### config.mk
export PLATFORM = sky130hd
export DESIGN_NAME = bram_fifo_ctrl
export DESIGN_NICKNAME = d
export VERILOG_FILES = /design/src/rtl/bram_fifo_ctrl.sv
export SDC_FILE = /design/constraint.sdc
export NUM_CORES = 1
export LEC_CHECK = 0
export CAP_MARGIN = 20
export CORE_MARGIN = 10
export CORE_UTILIZATION = 50
export DETAILED_ROUTE_END_ITERATION = 8
export MAX_ROUTING_LAYER = met4
export PLACE_DENSITY = 0.81
export SYNTH_ARGS = -nofsm -noshare
export SYNTH_HDL_FRONTEND = slang
export SYNTH_SLANG_ARGS = --single-unit
### constraint.sdc
create_clock -name CLK -period 7.45 [get_ports CLK]
set_input_delay 0.745 -clock CLK [delete_from_list [all_inputs] [get_ports CLK]]
set_output_delay 0.745 -clock CLK [all_outputs]
set_load 0.02 [all_outputs]
### src/rtl/bram_fifo_ctrl.sv
// bram_fifo_ctrl: FIFO controller for an external simple-dual-port BRAM, with a 3-word prefetch buffer on the read side.
// Latency: a write into an empty FIFO appears on DO_VALID 2+L cycles later (L = 1 + DO_REG); all status outputs are registered.
// Backpressure: a write while FULL is dropped and flagged on WRERR; RD_READY=0 holds DO and stops prefetch once the buffer is committed.
// Optional feature: define BRAM_FIFO_CTRL_COUNT_EN to build the COUNT occupancy counter (otherwise COUNT reads 0).
module bram_fifo_ctrl #(
    parameter int DATA_WIDTH          = 36,
    parameter     BRAM_SIZE           = "36Kb",
    parameter int DO_REG              = 0,
    parameter int ALMOST_FULL_OFFSET  = 16,
    parameter int ALMOST_EMPTY_OFFSET = 16,
    localparam int SIZE_N = (BRAM_SIZE == "36Kb") ? 2 : 1,
    localparam int DEPTH  = (DATA_WIDTH > 36) ? 512 :
                            (DATA_WIDTH > 18) ? 512 * SIZE_N :
                            (DATA_WIDTH > 9)  ? 1024 * SIZE_N :
                            (DATA_WIDTH > 4)  ? 2048 * SIZE_N :
                            (DATA_WIDTH > 2)  ? 4096 * SIZE_N :
                            (DATA_WIDTH == 2) ? 8192 * SIZE_N : 16384 * SIZE_N,
    localparam int AW     = $clog2(DEPTH),
    localparam int WE_W   = (DATA_WIDTH > 36) ? 8 : (DATA_WIDTH > 18) ? 4 : (DATA_WIDTH > 9) ? 2 : 1,
    localparam int CW     = $clog2(DEPTH + 4)
) (
    input  logic                  CLK,
    input  logic                  RST,
    input  logic                  WREN,
    input  logic [DATA_WIDTH-1:0] DI,
    output logic                  FULL,
    output logic                  ALMOSTFULL,
    output logic                  WRERR,
    output logic [DATA_WIDTH-1:0] DO,
    output logic                  DO_VALID,
    input  logic                  RD_READY,
    output logic                  EMPTY,
    output logic                  ALMOSTEMPTY,
    output logic [CW-1:0]         COUNT,
    output logic [WE_W-1:0]       BRAM_WE,
    output logic [AW-1:0]         BRAM_WRADDR,
    output logic [DATA_WIDTH-1:0] BRAM_DI,
    output logic                  BRAM_RDEN,
    output logic [AW-1:0]         BRAM_RDADDR,
    output logic                  BRAM_REGCE,
    input  logic [DATA_WIDTH-1:0] BRAM_DO
);
    localparam int              L       = 1 + DO_REG;
    localparam logic [AW:0]     DEPTH_V = (AW + 1)'(DEPTH);
    localparam logic [AW:0]     AF_TH   = (AW + 1)'(DEPTH - ALMOST_FULL_OFFSET);
    localparam logic [CW-1:0]   AE_TH   = CW'(ALMOST_EMPTY_OFFSET);

    generate
        if (!((BRAM_SIZE == "18Kb" || BRAM_SIZE == "36Kb") &&
              DATA_WIDTH >= 1 && DATA_WIDTH <= 72 &&
              !(DATA_WIDTH > 36 && BRAM_SIZE != "36Kb") &&
              (DO_REG == 0 || DO_REG == 1))) begin : g_bad_cfg
            $error("bram_fifo_ctrl: illegal DATA_WIDTH/BRAM_SIZE/DO_REG combination");
        end
    endgenerate

    // Number of reads currently travelling through the BRAM pipeline.
    function automatic logic [2:0] ones(input logic [L-1:0] v);
        logic [2:0] n;
        n = '0;
        for (int i = 0; i < L; i++) n = n + {2'b00, v[i]};
        return n;
    endfunction

    // Pointers carry one extra wrap bit so occupancy can reach DEPTH.
    logic [AW:0]           wr_ptr_q, wr_ptr_d, rd_ptr_q, rd_ptr_d;
    logic [AW:0]           bram_occ, bram_occ_d;
    logic                  full_q, full_d, afull_q, afull_d, wrerr_q, wrerr_d;
    logic                  empty_q, empty_d, aempty_q, aempty_d;
    logic [L-1:0]          infl_q, infl_d;
    logic [DATA_WIDTH-1:0] buf_q [3];
    logic [DATA_WIDTH-1:0] buf_d [3];
    logic [1:0]            bcnt_q, bcnt_d, widx;
    logic [2:0]            credit_used;
    logic                  push, pop, issue, capture;
    logic [CW-1:0]         total_d;

    // Push/pop/prefetch decisions and next state of pointers, pipeline and prefetch buffer.
    always_comb begin
        push     = WREN && !full_q && !RST;
        pop      = (bcnt_q != 2'd0) && RD_READY;
        bram_occ = wr_ptr_q - rd_ptr_q;
        // Credits count the buffer as it will be after this cycle's pop, so L=2 still sustains one word per cycle.
        credit_used = {1'b0, bcnt_q} + ones(infl_q) - {2'b00, pop};
        issue    = !RST && (bram_occ != '0) && (credit_used < 3'd3);
        capture  = infl_q[L-1];

        wr_ptr_d   = wr_ptr_q + {{AW{1'b0}}, push};
        rd_ptr_d   = rd_ptr_q + {{AW{1'b0}}, issue};
        bram_occ_d = wr_ptr_d - rd_ptr_d;

        infl_d    = '0;
        infl_d[0] = issue;
        for (int i = 1; i < L; i++) infl_d[i] = infl_q[i-1];

        for (int i = 0; i < 3; i++) buf_d[i] = buf_q[i];
        if (pop) begin
            buf_d[0] = buf_q[1];
            buf_d[1] = buf_q[2];
        end
        widx = bcnt_q - {1'b0, pop};
        for (int i = 0; i < 3; i++) begin
            if (capture && widx == 2'(i)) buf_d[i] = BRAM_DO;
        end
        bcnt_d = bcnt_q - {1'b0, pop} + {1'b0, capture};

        full_d  = (bram_occ_d == DEPTH_V);
        afull_d = (bram_occ_d >= AF_TH);
        wrerr_d = WREN && full_q;
    end

`ifdef BRAM_FIFO_CTRL_COUNT_EN
    logic [CW-1:0] count_q, count_d;

    // Running total of stored words: every accepted write adds one, every pop removes one.
    always_comb begin
        count_d = count_q + CW'(push) - CW'(pop);
        total_d = count_d;
    end

    // Occupancy counter register.
    always_ff @(posedge CLK) begin
        if (RST) count_q <= '0;
        else     count_q <= count_d;
    end

    assign COUNT = count_q;
`else
    // Without the counter, occupancy is rebuilt from the BRAM, pipeline and buffer fill levels.
    always_comb begin
        total_d = CW'(bram_occ_d) + CW'(ones(infl_d)) + CW'(bcnt_d);
    end

    assign COUNT = '0;
`endif

    // Read-side status flags derived from next-cycle occupancy.
    always_comb begin
        empty_d  = (total_d == '0);
        aempty_d = (total_d <= AE_TH);
    end

    // State registers; reset discards anything still in the BRAM pipeline.
    always_ff @(posedge CLK) begin
        if (RST) begin
            wr_ptr_q <= '0;
            rd_ptr_q <= '0;
            infl_q   <= '0;
            bcnt_q   <= '0;
            for (int i = 0; i < 3; i++) buf_q[i] <= '0;
            full_q   <= 1'b0;
            afull_q  <= 1'b0;
            wrerr_q  <= 1'b0;
            empty_q  <= 1'b1;
            aempty_q <= 1'b1;
        end else begin
            wr_ptr_q <= wr_ptr_d;
            rd_ptr_q <= rd_ptr_d;
            infl_q   <= infl_d;
            bcnt_q   <= bcnt_d;
            for (int i = 0; i < 3; i++) buf_q[i] <= buf_d[i];
            full_q   <= full_d;
            afull_q  <= afull_d;
            wrerr_q  <= wrerr_d;
            empty_q  <= empty_d;
            aempty_q <= aempty_d;
        end
    end

    assign FULL        = full_q;
    assign ALMOSTFULL  = afull_q;
    assign WRERR       = wrerr_q;
    assign EMPTY       = empty_q;
    assign ALMOSTEMPTY = aempty_q;
    assign DO          = buf_q[0];
    assign DO_VALID    = (bcnt_q != 2'd0);
    assign BRAM_WE     = {WE_W{push}};
    assign BRAM_WRADDR = wr_ptr_q[AW-1:0];
    assign BRAM_DI     = DI;
    assign BRAM_RDEN   = issue;
    assign BRAM_RDADDR = rd_ptr_q[AW-1:0];
    assign BRAM_REGCE  = (DO_REG != 0);

endmodule

==> results of run 1 <==
[final cells by class]
class	count	area [µm²]
Fill cell	1290	6460
Sequential cell	138	2760
Clock buffer	20	447
Timing Repair Buffer	112	1100
Clock inverter	12	114
Tap cell	188	235
Multi-Input combinational cell	578	3860
Inverter	28	105
[metal layers]
layer  wire (µm)  track usage (%)  vias up
met5           0                -        -
li1            -                -     2939
met1        7590             19.7     2775
met3         994             5.28       18
met2        8010             26.7      139
met4         157             4.25        0
[sequential cells by signal (all words and copies together), names as in the netlist]
register / flops
buf_q: 108
rd_ptr_q: 11
capture: 1
ALMOSTEMPTY: 1
ALMOSTFULL: 1
EMPTY: 1
WRERR: 1
bcnt_q: 2
FULL: 1
wr_ptr_q: 11
[final timing paths]
kind | slack, ns | endpoint | cells past startpoint | startpoint
max | 1.13 | ALMOSTEMPTY | 26 | RD_READY
max reg2reg | 1.26 | ALMOSTEMPTY | 26 | bcnt_q[1]
min | 0.45 | buf_q[0][81] | 2 | buf_q[0][81]
min reg2reg | 0.45 | buf_q[0][81] | 2 | buf_q[0][81]
[worst reg2reg max path: cells and delay by family (launching register included)]
kind,cells,cell delay [ns]
simple gates,7,2.00
fa+ha+maj,6,1.71
compound gates,6,1.30
xor+xnor,2,0.41
flops,1,0.37
buf+inv,5,0.36
[cells in the final DEF, fill, tap and decap left out, types with 3 or more instances in the layout]
cell / count
a21oi_1: 49
xnor2_1: 21
fa_1: 4
a21o_1: 5
nor2_1: 101
o211ai_1: 3
clkdlybuf4s50_1: 105
a211oi_1: 74
a31oi_1: 6
conb_1: 12
a41oi_1: 3
clkinvlp_4: 4
mux2i_1: 73
ha_1: 29
or2_2: 4
nand2_1: 82
nand2b_1: 5
clkbuf_16: 17
nor3_1: 9
xor2_1: 11
and2_1: 3
o21ai_0: 8
buf_4: 7
nand3_1: 14
nor4_1: 3
dfxtp_1: 138
inv_1: 28
nor2b_1: 15
and3_1: 3
nand4_1: 6
inv_6: 5
[logic make-up (layout without fill, tap and decap cells)]
logic type / count (synthesis) / count (layout) / synth area share, %
fa+ha+maj: 33 / 33 / 5.79
buf+inv: 181 / 172 / 14.2
xor+xnor: 34 / 34 / 4.09
flops: 138 / 138 / 36.1
compound gates: 166 / 166 / 15.1
simple gates: 260 / 260 / 15.1
mux: 73 / 73 / 9.55
other cells: 1 / 12 / 0.0490
[per-stage QoR]
step	cells	hold WS [ns]
floorplan	897	0.436
global placement	1044	0.441
detailed placement	1044	0.446
CTS	1076	0.454
global route	1076	0.468
finish	1076	0.452
[power breakdown]
| group | internal [W] | switching, W | total [W] |
|---|---|---|---|
| registers | 0.000913 | 0.0000974 | 0.00101 |
| logic | 0.000638 | 0.000819 | 0.00146 |
| clock network | 0.000471 | 0.000325 | 0.000797 |
| total | 0.00202 | 0.00124 | 0.00326 |
==> impl_results.md, run 1 <==
- CP max stage cell: or4b_4
- Worst skew pair latency: 0.42 ns
- Postcts setup bufs: 0
- Hold buffer count at cts: 0
- Register area share after synthesis: 36.1%
- Wirelength per Cell: 15.6 µm
- Synth cell count leaders: dfxtp_1 (138), buf_4 (109), nor2_1 (101)
- CTS tree: yes
- Finished Cell Area: 0.00863 mm²
- Root buffer cell: clkbuf_16
- Synth top area cells: dfxtp_1 (36%), buf_4 (11%), mux2i_1 (9.6%)
- Ys Warns: 0
- Max-slew violation count: 0
- Placer Congestion: 0.854
- Fin crit period: 6.32 ns
- Worst min-delay path class: reg2reg
- Synth cell types: 53
- Final setup margin: 1.13 ns
- Max cap viols: 0
- Mean Syn Cell Area: 8.63 µm²
- GRT Total Usage: 16.6%
- CTS Buffer Depth: 2
- Post-synth EDFFs: 0
- Hold violation count in the final report: 0
- Antenna diodes: 0
- Starting Density: 50.7%
- Layout Nets: 984
- Post-DRT Antenna Nets: 0
- IO buf count: 106
- Placed Instance Area: 0.00807 mm²
- CTS sink count: 138
- Max_slew headroom: 32.9%
- Worst slew pin tran: 1.01 ns
- CP Launch Type: input pin
- Crit path buffers/inverters: 6
- DIE HEIGHT: 144 µm
- Layout area overhead: 12.8%
- Power Dens Cells: 378 mW/mm²
- Mapped Cells: 886
- # setup viols final: 0
- End-of-flow core utilization: 57.2%
- Fraction of registers with async set/reset: 0%
- Maximum vdd drop: 0.000279 V
- Clock skew: 0.00812 ns
- Core Region: 0.0151 mm²
- CP max stage delay: 0.55 ns
- WP data arrival: 6.67 ns
- Largest net degree at the start of global routing: 80
- Post-cts resize count: 0
- Status: finished clean
- Static leakage: 3.58 nW
- Count leader, synth: dfxtp_1
- Mapped Area: 0.00765 mm²
- Initial antenna violation count: 0
- # DRC: 0
- Clock buffer count from CTS: 17
- Die ar.: 0.0206 mm²
- Synth Flop Type: dfxtp_1
- Vias per Instance: 5.46
- First drt pass iteration count: 5
- Post-DP HPWL: 11600 µm
- WL final: 16700 µm
- Vias in the first global route: 5487
- Clock transition at path regs: 0.05 ns
- H-tree Lvls: 4
- CP Data Required Time: 7.80 ns
- Gr ovfl total: 0
- DRT iter0 DRCs: 350
- First-pass GRT wire length: 27200 µm
- Critical path's top delay family: adder cells
- Crit-path max FO: 14
- Largest area contributor in the netlist: dfxtp_1
- Synth top area share: 36.1%
- Layout cell share with drive strength beyond 1: 6.31%
- Pre-CTS setup slack: 0.751 ns
- Crit end category: flip-flop
- Tcrit/Tclk final: 84.8%
- Yosys reg bits: 138
- Die W: 144 µm
- Crit path kind: in2reg
- Via count: 5871
- Setup TNS Final: 0 ns
- IO Pins: 191
- Core Rows: 45
- RSZ-0062 raised after global routing: false
- F_max: 158 MHz
- Total power: 0.00326 W
(Power assumes the default switching activity.)
==> run 2: changes to the inputs <==
==> constraint.sdc (replaced) <==
create_clock -name CLK -period 6.5 [get_ports CLK]
set_input_delay 0.65 -clock CLK [delete_from_list [all_inputs] [get_ports CLK]]
set_output_delay 0.65 -clock CLK [all_outputs]
set_load 0.02 [all_outputs]
==> impl_results.md, run 2 (same netlist as run 1, synthesis figures left out) <==
- Status: finished clean (unchanged)
- Post-DRT Antenna Nets: 0 (unchanged)
- WHS Path Cells: 2 (unchanged)
- Core Region: 0.0151 mm² (unchanged)
- Starting Density: 50.7% (unchanged)
- GRT Total Usage: 16.9% (was 16.6%)
- CTS sink count: 138 (unchanged)
- Die ar.: 0.0206 mm² (unchanged)
- Wirelength per Cell: 15.8 µm (was 15.6 µm)
- Postcts setup bufs: 0 (unchanged)
- Largest net degree at the start of global routing: 99 (was 80)
- Post-DP HPWL: 11700 µm (was 11600 µm)
- Initial antenna violation count: 0 (unchanged)
- Worst skew pair latency: 0.42 ns (about the same)
- Max FFs per register: 108 (unchanged)
- H-tree Lvls: 4 (unchanged)
- Setup TNS Final: 0 ns (unchanged)
- Post-cts resize count: 0 (unchanged)
- End-of-flow core utilization: 57.3% (was 57.2%)
- Finished Cell Area: 0.00865 mm² (was 0.00863 mm²)
- CP Data Required Time: 6.85 ns (was 7.80 ns)
- Clock buffer count from CTS: 17 (unchanged)
- Max-slew violation count: 0 (unchanged)
- Placer Congestion: 0.885 (was 0.854)
- Hold buffer count at cts: 0 (unchanged)
- Placed Instance Area: 0.00810 mm² (was 0.00807 mm²)
- Reg2Reg Depth: 26 (unchanged)
- IO Pins: 191 (unchanged)
- Hold WS: 0.453 ns (was 0.452 ns)
- Tcrit/Tclk final: 87.8%
- Root buffer cell: clkbuf_16 (unchanged)
- Layout Nets: 987 (was 984)
- Worst min-delay path class: reg2reg (unchanged)
- WL final: 17000 µm (was 16700 µm)
- Crit end category: flip-flop (unchanged)
- Gr ovfl total: 0 (unchanged)
- Maximum vdd drop: 0.000331 V (was 0.000279 V)
- Worst slew pin tran: 1.02 ns (was 1.01 ns)
- Via count: 5774 (was 5871)
- Layout cell share with drive strength beyond 1: 6.96% (was 6.31%)
- # DRC: 0 (unchanged)
- First-pass GRT wire length: 28000 µm (was 27200 µm)
- Clock skew: 0.00851 ns (was 0.00812 ns)
- First drt pass iteration count: 7 (was 5)
- IO buf count: 106 (unchanged)
- Clock transition at path regs: 0.06 ns (was 0.05 ns)
- Vias per Instance: 5.35 (was 5.46)
- Most flop-heavy register: buf_q (unchanged)
- Max cap viols: 0 (unchanged)
- Power Dens Cells: 433 mW/mm² (was 378 mW/mm²)
- Crit path kind: in2reg (unchanged)
- # setup viols final: 0 (unchanged)
- DIE HEIGHT: 144 µm (unchanged)
- DRT iter0 DRCs: 270 (was 350)
- CTS tree: yes (unchanged)
- Layout area overhead: 13.1% (was 12.8%)
- WP data arrival: 6.06 ns (was 6.67 ns)
- Vias in the first global route: 5625 (was 5487)
- Static leakage: 3.61 nW (was 3.58 nW)
- Fin crit period: 5.71 ns
- Die W: 144 µm (unchanged)
- Commonest cells after routing, fill and taps aside: dfxtp_1 (138), clkdlybuf4s50_1 (105), nor2_1 (101) (unchanged)
- Core Rows: 45 (unchanged)
- F_max: 175 MHz
- Commonest non-fill, non-tap cell in the layout: dfxtp_1 (unchanged)
- Largest regs: buf_q: 108 flops, rd_ptr_q: 11 flops, wr_ptr_q: 11 flops (unchanged)
- Hold violation count in the final report: 0 (unchanged)
- CP Launch Type: input pin (unchanged)
- Crit-path max FO: 5 (was 14)
- CTS Buffer Depth: 2 (unchanged)
- Antenna diodes: 0 (unchanged)
- Max_slew headroom: 31.9% (was 32.9%)
- RSZ-0062 raised after global routing: false (unchanged)
==> run 2: cell types whose count changed in the layout (fill, tap and decap cells not counted), moves of 2 or more <==
cell,delta
clkinvlp_4,-3
clkbuf_8,+2
buf_4,+3
clkinv_4,+4
inv_6,-2
clkbuf_1,-2
clkinv_2,+2
==> run 2: worst max-delay path: stages <==
cell and delay, ns:
clkdlybuf4s50_1 0.54, nand2_4 0.06, inv_1 0.07, ha_1 0.22, inv_1 0.05, ha_1 0.13
inv_1 0.05, fa_1 0.48, inv_1 0.04, a21oi_1 0.11, nand2_1 0.09, a31oi_2 0.22
ha_1 0.23, ha_1 0.19, nand3_1 0.14, or3_1 0.35, xnor2_1 0.22, ha_1 0.31
or2_2 0.29, a21oi_1 0.17, a31oi_2 0.07, xor2_1 0.20, inv_1 0.10, or4b_4 0.55
a2111oi_2 0.37, a311o_1 0.15
==> run 2: metal layers <==
metal / up-vias / share of wire [%] / global-route usage, %
met3: 18 / 5.5 / 4.36
li1: 2937 / - / -
met1: 2689 / 44 / 20.1
met4: 0 / 1.1 / 4.84
met5: - / 0 / -
met2: 130 / 49 / 27.9
==> run 2: cell type report <==
| type | count | area, µm² |
|---|---|---|
| Multi-Input combinational cell | 578 | 3870 |
| Sequential cell | 138 | 2760 |
| Fill cell | 1327 | 6440 |
| Tap cell | 188 | 235 |
| Timing Repair Buffer | 115 | 1130 |
| Inverter | 28 | 105 |
| Clock inverter | 12 | 88.8 |
| Clock buffer | 20 | 467 |
==> run 2: path summary, 6_finish.rpt <==
| check | startpoint | endpoint | slack (ns) |
|---|---|---|---|
| hold / removal | buf_q[0][77] | buf_q[0][77] | 0.45 |
| hold reg to reg | buf_q[0][77] | buf_q[0][77] | 0.45 |
| setup / recovery | RD_READY | ALMOSTEMPTY | 0.79 |
| setup reg to reg | bcnt_q[1] | ALMOSTEMPTY | 0.80 |
==> run 2: stage by stage <==
step | power, W | cells | setup WS (ns)
after floorplan | 0.00250 | 897 | 0.104
after global placement | 0.00283 | 1047 | 0.512
after detailed placement | 0.00287 | 1047 | 0.387
after CTS | 0.00378 | 1079 | 0.796
after global routing | 0.00401 | 1079 | 0.375
final | 0.00375 | 1079 | 0.794
==> run 2: power breakdown <==
group	leakage, nW	internal (W)	switching (W)
Combinational	2.21	0.000748	0.000947
Sequential	1.12	0.00105	0.000112
Clock	0.277	0.000521	0.000375
Total	3.61	0.00232	0.00143
